### src/rtl/ex_muldiv_unit.sv
// RV32M multiply/divide unit for the EX stage: single-cycle multiply, restoring divide
// (one quotient bit per cycle), and a one-cycle DoneMD pulse carrying the result and rd.
module ex_muldiv_unit #(
  parameter int unsigned DATA_WIDTH = 32
) (
  input  logic                  clk,
  input  logic                  rst,
  input  logic                  StartE,
  input  logic [2:0]            MulDivOpE,
  input  logic [DATA_WIDTH-1:0] SrcAE,
  input  logic [DATA_WIDTH-1:0] SrcBE,
  input  logic [4:0]            RdE,
  input  logic                  FlushE,
  output logic                  StallMD,
  output logic                  BusyMD,
  output logic                  DoneMD,
  output logic [DATA_WIDTH-1:0] ResultMD,
  output logic [4:0]            RdMD
);

  localparam int unsigned CntW = $clog2(DATA_WIDTH);
  localparam logic [DATA_WIDTH-1:0] MinNeg = {1'b1, {(DATA_WIDTH-1){1'b0}}};
  localparam logic [CntW-1:0] CntLast = CntW'(DATA_WIDTH - 1);

  typedef enum logic [1:0] {StIdle, StMul, StDiv, StDone} state_e;

  state_e                  state_q, state_d;
  logic [2:0]              op_q, op_d;
  logic [4:0]              rd_q, rd_d;
  logic [DATA_WIDTH-1:0]   a_q, a_d, b_q, b_d;
  logic                    sa_q, sa_d, sb_q, sb_d;
  logic [CntW-1:0]         cnt_q, cnt_d;
  logic [DATA_WIDTH-1:0]   quot_q, quot_d, rem_q, rem_d;
  logic [DATA_WIDTH-1:0]   result_q, result_d;

  // Multiplier: sign-extend to 2W so one unsigned multiply covers every signedness mix.
  logic                    mul_sa, mul_sb;
  logic [2*DATA_WIDTH-1:0] a_ext, b_ext, product;

  assign mul_sa  = (op_q != 3'b011);
  assign mul_sb  = (op_q == 3'b001);
  assign a_ext   = {{DATA_WIDTH{mul_sa & a_q[DATA_WIDTH-1]}}, a_q};
  assign b_ext   = {{DATA_WIDTH{mul_sb & b_q[DATA_WIDTH-1]}}, b_q};
  assign product = a_ext * b_ext;

  // Restoring divide step on magnitudes; quot_q shifts the dividend out MSB first.
  logic [DATA_WIDTH:0]     rem_shift, diff;
  logic                    q_bit;
  logic [DATA_WIDTH-1:0]   rem_next, quot_next, q_fin, r_fin;

  assign rem_shift = {rem_q, quot_q[DATA_WIDTH-1]};
  assign diff      = rem_shift - {1'b0, b_q};
  assign q_bit     = ~diff[DATA_WIDTH];
  assign rem_next  = q_bit ? diff[DATA_WIDTH-1:0] : rem_shift[DATA_WIDTH-1:0];
  assign quot_next = {quot_q[DATA_WIDTH-2:0], q_bit};
  assign q_fin     = (~op_q[0] & (sa_q ^ sb_q)) ? -quot_next : quot_next;
  assign r_fin     = (~op_q[0] & sa_q) ? -rem_next : rem_next;

  logic start_signed, start_ovf;
  assign start_signed = ~MulDivOpE[0];
  assign start_ovf    = start_signed && (SrcAE == MinNeg) && (&SrcBE);

  always_comb begin
    state_d  = state_q;
    op_d     = op_q;
    rd_d     = rd_q;
    a_d      = a_q;
    b_d      = b_q;
    sa_d     = sa_q;
    sb_d     = sb_q;
    cnt_d    = cnt_q;
    quot_d   = quot_q;
    rem_d    = rem_q;
    result_d = result_q;
    if (FlushE) begin
      state_d = StIdle;
    end else begin
      unique case (state_q)
        StIdle: begin
          if (StartE) begin
            op_d = MulDivOpE;
            rd_d = RdE;
            if (MulDivOpE[2]) begin
              sa_d = start_signed & SrcAE[DATA_WIDTH-1];
              sb_d = start_signed & SrcBE[DATA_WIDTH-1];
              a_d  = sa_d ? -SrcAE : SrcAE;
              b_d  = sb_d ? -SrcBE : SrcBE;
              if (SrcBE == '0) begin
                result_d = MulDivOpE[1] ? SrcAE : '1;
                state_d  = StDone;
              end else if (start_ovf) begin
                result_d = MulDivOpE[1] ? '0 : MinNeg;
                state_d  = StDone;
              end else begin
                cnt_d   = '0;
                quot_d  = a_d;
                rem_d   = '0;
                state_d = StDiv;
              end
            end else begin
              a_d     = SrcAE;
              b_d     = SrcBE;
              sa_d    = 1'b0;
              sb_d    = 1'b0;
              state_d = StMul;
            end
          end
        end
        StMul: begin
          result_d = (op_q == 3'b000) ? product[DATA_WIDTH-1:0]
                                      : product[2*DATA_WIDTH-1:DATA_WIDTH];
          state_d  = StDone;
        end
        StDiv: begin
          quot_d = quot_next;
          rem_d  = rem_next;
          if (cnt_q == CntLast) begin
            result_d = op_q[1] ? r_fin : q_fin;
            state_d  = StDone;
          end else begin
            cnt_d = cnt_q + 1'b1;
          end
        end
        StDone:  state_d = StIdle;
        default: state_d = StIdle;
      endcase
    end
  end

  always_ff @(posedge clk or posedge rst) begin
    if (rst) begin
      state_q  <= StIdle;
      op_q     <= '0;
      rd_q     <= '0;
      a_q      <= '0;
      b_q      <= '0;
      sa_q     <= 1'b0;
      sb_q     <= 1'b0;
      cnt_q    <= '0;
      quot_q   <= '0;
      rem_q    <= '0;
      result_q <= '0;
    end else begin
      state_q  <= state_d;
      op_q     <= op_d;
      rd_q     <= rd_d;
      a_q      <= a_d;
      b_q      <= b_d;
      sa_q     <= sa_d;
      sb_q     <= sb_d;
      cnt_q    <= cnt_d;
      quot_q   <= quot_d;
      rem_q    <= rem_d;
      result_q <= result_d;
    end
  end

  assign StallMD  = ((state_q == StIdle) & StartE & ~FlushE) |
                    (state_q == StMul) | (state_q == StDiv);
  assign BusyMD   = (state_q == StMul) | (state_q == StDiv);
  assign DoneMD   = (state_q == StDone);
  assign ResultMD = result_q;
  assign RdMD     = rd_q;

endmodule

### config.mk
export PLATFORM = sky130hd
export DESIGN_NAME = ex_muldiv_unit
export DESIGN_NICKNAME = d
export VERILOG_FILES = /design/src/rtl/ex_muldiv_unit.sv
export SDC_FILE = /design/constraint.sdc
export NUM_CORES = 2
export LEC_CHECK = 0
export ABC_AREA = 1
export CAP_MARGIN = 10
export CORE_MARGIN = 2
export CORE_UTILIZATION = 35
export CTS_CLUSTER_SIZE = 24
export DETAILED_ROUTE_END_ITERATION = 10
export HOLD_SLACK_MARGIN = 0.1
export PLACE_DENSITY = 0.56
export SLEW_MARGIN = 20
export SYNTH_ARGS = -nofsm -noshare
export SYNTH_HDL_FRONTEND = slang
export SYNTH_SLANG_ARGS = --single-unit
### constraint.sdc
create_clock -name clk -period 16.59 [get_ports clk]
set_input_delay 4.1475 -clock clk [delete_from_list [all_inputs] [get_ports clk]]
set_output_delay 4.1475 -clock clk [all_outputs]
set_load 0.01 [all_outputs]
==> metrics.md <==
| Metric | Value |
|---|---|
| Clk root buf | clkbuf_16 |
| Post-route ant nets | 0 |
| Slew @ Worst Pin | 1.15 ns |
| Post-route insts no fill | 9163 |
| Routed length per instance | 19.7 um |
| Critical Path RT | 12.44 ns |
| Global route overflow | 0 |
| Nets | 8563 |
| Crit-path slowest cell | clkdlybuf4s50_1 |
| Vias per Instance | 4.94 |
| Cell total after placement | 9131 |
| Row count | 144 |
| CP arrival | 6.13 ns |
| CP peak stage delay | 0.56 ns |
| Clock Path Buffers | 2 |
| Post-DP HPWL | 149 mm |
| Post-Syn Area | 54200 sq um |
| Htree depth | 4 |
| Vias | 45295 |
| Share of layout cells above drive strength 1 | 3.23% |
| Filler instances | 16319 |
| Port buffer count | 115 |
| GRT Overall Usage | 23.4% |
| CP startpoint kind | input pin |
| Slew Limit Fails | 0 |
| Commonest non-fill, non-tap cells in the layout | nand2_1, inv_1, fa_1, nor2_1, ha_1 |
| Clock-pin slew on the worst setup and hold paths | 0.07 ns |
| Number of global-route vias before repair | 48266 |
| Hold buffers post-CTS | 0 |
| Clock Skew | 0.0177 ns |
| DR DRC count | 0 |
| First-pass GRT wire length | 284 mm |
| Placer Congestion | 0.986 |
| Async SR Flop Fraction | 100% |
| FMAX | 0.0973 GHz |
| Largest net degree at the start of global routing | 76 |
| Worst rel slew slack | 23.5% |
| Yosys cell types | 60 |
| Hold slack | 0.477 ns |
| WL final | 180 mm |
| Total setup buffers inserted after CTS | 0 |
| Die Ht | 398 um |
| CTS tree | done |
| Crit-path max FO | 41 |
| Fin crit period | 10.27 ns |
| Crit-path cells | clkdlybuf4s50_1, inv_1, nand3_4, nand3_1, clkdlybuf4s50_1 |
| Final setup viols | 0 |
| Clk sinks | 177 |
| Yosys warnings | 0 |
| Critical path buffers and inverters | 3 |
| CP Class | in2out |
| Critical path's most frequent cell | clkdlybuf4s50_1 |
| Worst hold-check path type | reg2reg |
| Critical path capture point type | output port |
| Detailed Route Iter0 Violations | 3123 |
| R2R Setup Slk | 6.47 ns |
| Pre-Repair DR Iteration Count | 5 |
| Core Footprint | 154000 sq um |
| Max Cap Viol | 0 |
| Reg area | 4440 sq um |
| Cell family with most CP delay | buffers and inverters |
| Top_reg_cell synth | dfrtp_1 |
| Final Cell Area | 57800 sq um |
| Setup TNS | 0 ns |
| Die W | 398 um |
| Seq cells post-synth | 177 |
| Commonest non-fill, non-tap cell in the layout | nand2_1 |
| CTS buffer count | 17 |
| Worst-Skew Late Latency | 0.49 ns |
| Full die area | 158000 sq um |
| Area grow syn2layout | 6.56% |
| Antenna violations before repair | 5 |
| Mapped Cells | 7245 |
| Initial Util | 35.2% |
| Placed Area | 57200 sq um |
| # IOs | 116 |
| Post-cts sizing count | 0 |
| Syn Area/Cell | 7.48 sq um |
| Number of flops mapped to enable cells by yosys | 0 |
| Multi-input logic area | 41300 sq um |
| Final worst-path cycle share | 61.9% |
| Final Hold Violating Endpoints | 0 |
| Sequential share of the synthesized area | 8.17% |
| Syn_nets | 8702 |
| RSZ-0062 raised after global routing | false |
| Outcome | completed |
| Antenna diodes | 0 |
-- cells in the mapped netlist, types with 54 or more instances --
cell type / number / area [sq um]
nor2_1: 344 / 1290
a21oi_1: 240 / 1200
o22ai_1: 54 / 338
ha_1: 255 / 3190
dfrtp_1: 177 / 4430
inv_1: 1891 / 7100
xor2_1: 73 / 639
o21ai_0: 192 / 961
clkbuf_1: 332 / 1250
fa_1: 1126 / 22500
nand2_1: 1936 / 7270
nand3_1: 203 / 1020
-- final timing paths --
check,startpoint,endpoint,cells past startpoint
worst max-delay path,FlushE,StallMD,5
worst min-delay path,cnt_q[3],cnt_q[3],1
worst max register to register,op_q[0],ResultMD[30],29
worst min register to register,cnt_q[3],cnt_q[3],1
max in group asynchronous,rst,b_q[19],4
min in group asynchronous,rst,a_q[11],2
-- stage by stage --
step                      setup slack (ns)  utilization [%]
after floorplan                       7.32                -
after global placement                6.32             37.2
after detailed placement              6.33             37.2
after CTS                             6.34             37.5
after global routing                  6.12             37.5
final                                 6.32             37.5
-- final cells by class --
class / count / share of cell area, %
multi-input combinational: 4813 / 71.4
inverter: 1898 / 12.3
sequential: 177 / 7.69
tap: 2044 / 4.43
timing repair buffer: 199 / 3.08
clock buffer: 18 / 0.743
clock inverter: 14 / 0.295
-- metal layers --
layer / global-route usage (%) / vias up / routed length (um) / share of wire, %
met1: 31.6 / 23070 / 79400 / 44
met3: 1.59 / 218 / 7680 / 4.3
met2: 40.6 / 1247 / 88800 / 49
li1: - / 20760 / - / -
met4: 5.63 / 0 / 4290 / 2.4
met5: 0 / - / 0 / 0
-- cells by family (layout without fill, tap and decap cells) --
logic type,count (synthesis),after routing,share of synthesized area (%)
XOR/XNOR,104,104,1.68
AND/OR/NAND/NOR,2685,2685,20.1
AO/OA/AOI/OAI,643,643,6.76
flip-flops,177,177,8.17
adder cells (fa/ha/maj),1381,1381,47.5
buffers and inverters,2255,2129,15.8
-- state kept, by name, indices dropped and copies added, names as in the netlist --
| signal | cells |
|---|---|
| RdMD | 5 |
| ResultMD | 32 |
| a_q | 32 |
| b_q | 32 |
| cnt_q | 5 |
| op_q | 3 |
| quot_q | 32 |
| rem_q | 32 |
| sa_q | 1 |
| sb_q | 1 |
| state_q | 2 |
Power is not shown: default switching activity piles up to over one toggle a cycle in this logic, so the estimate is an artifact.
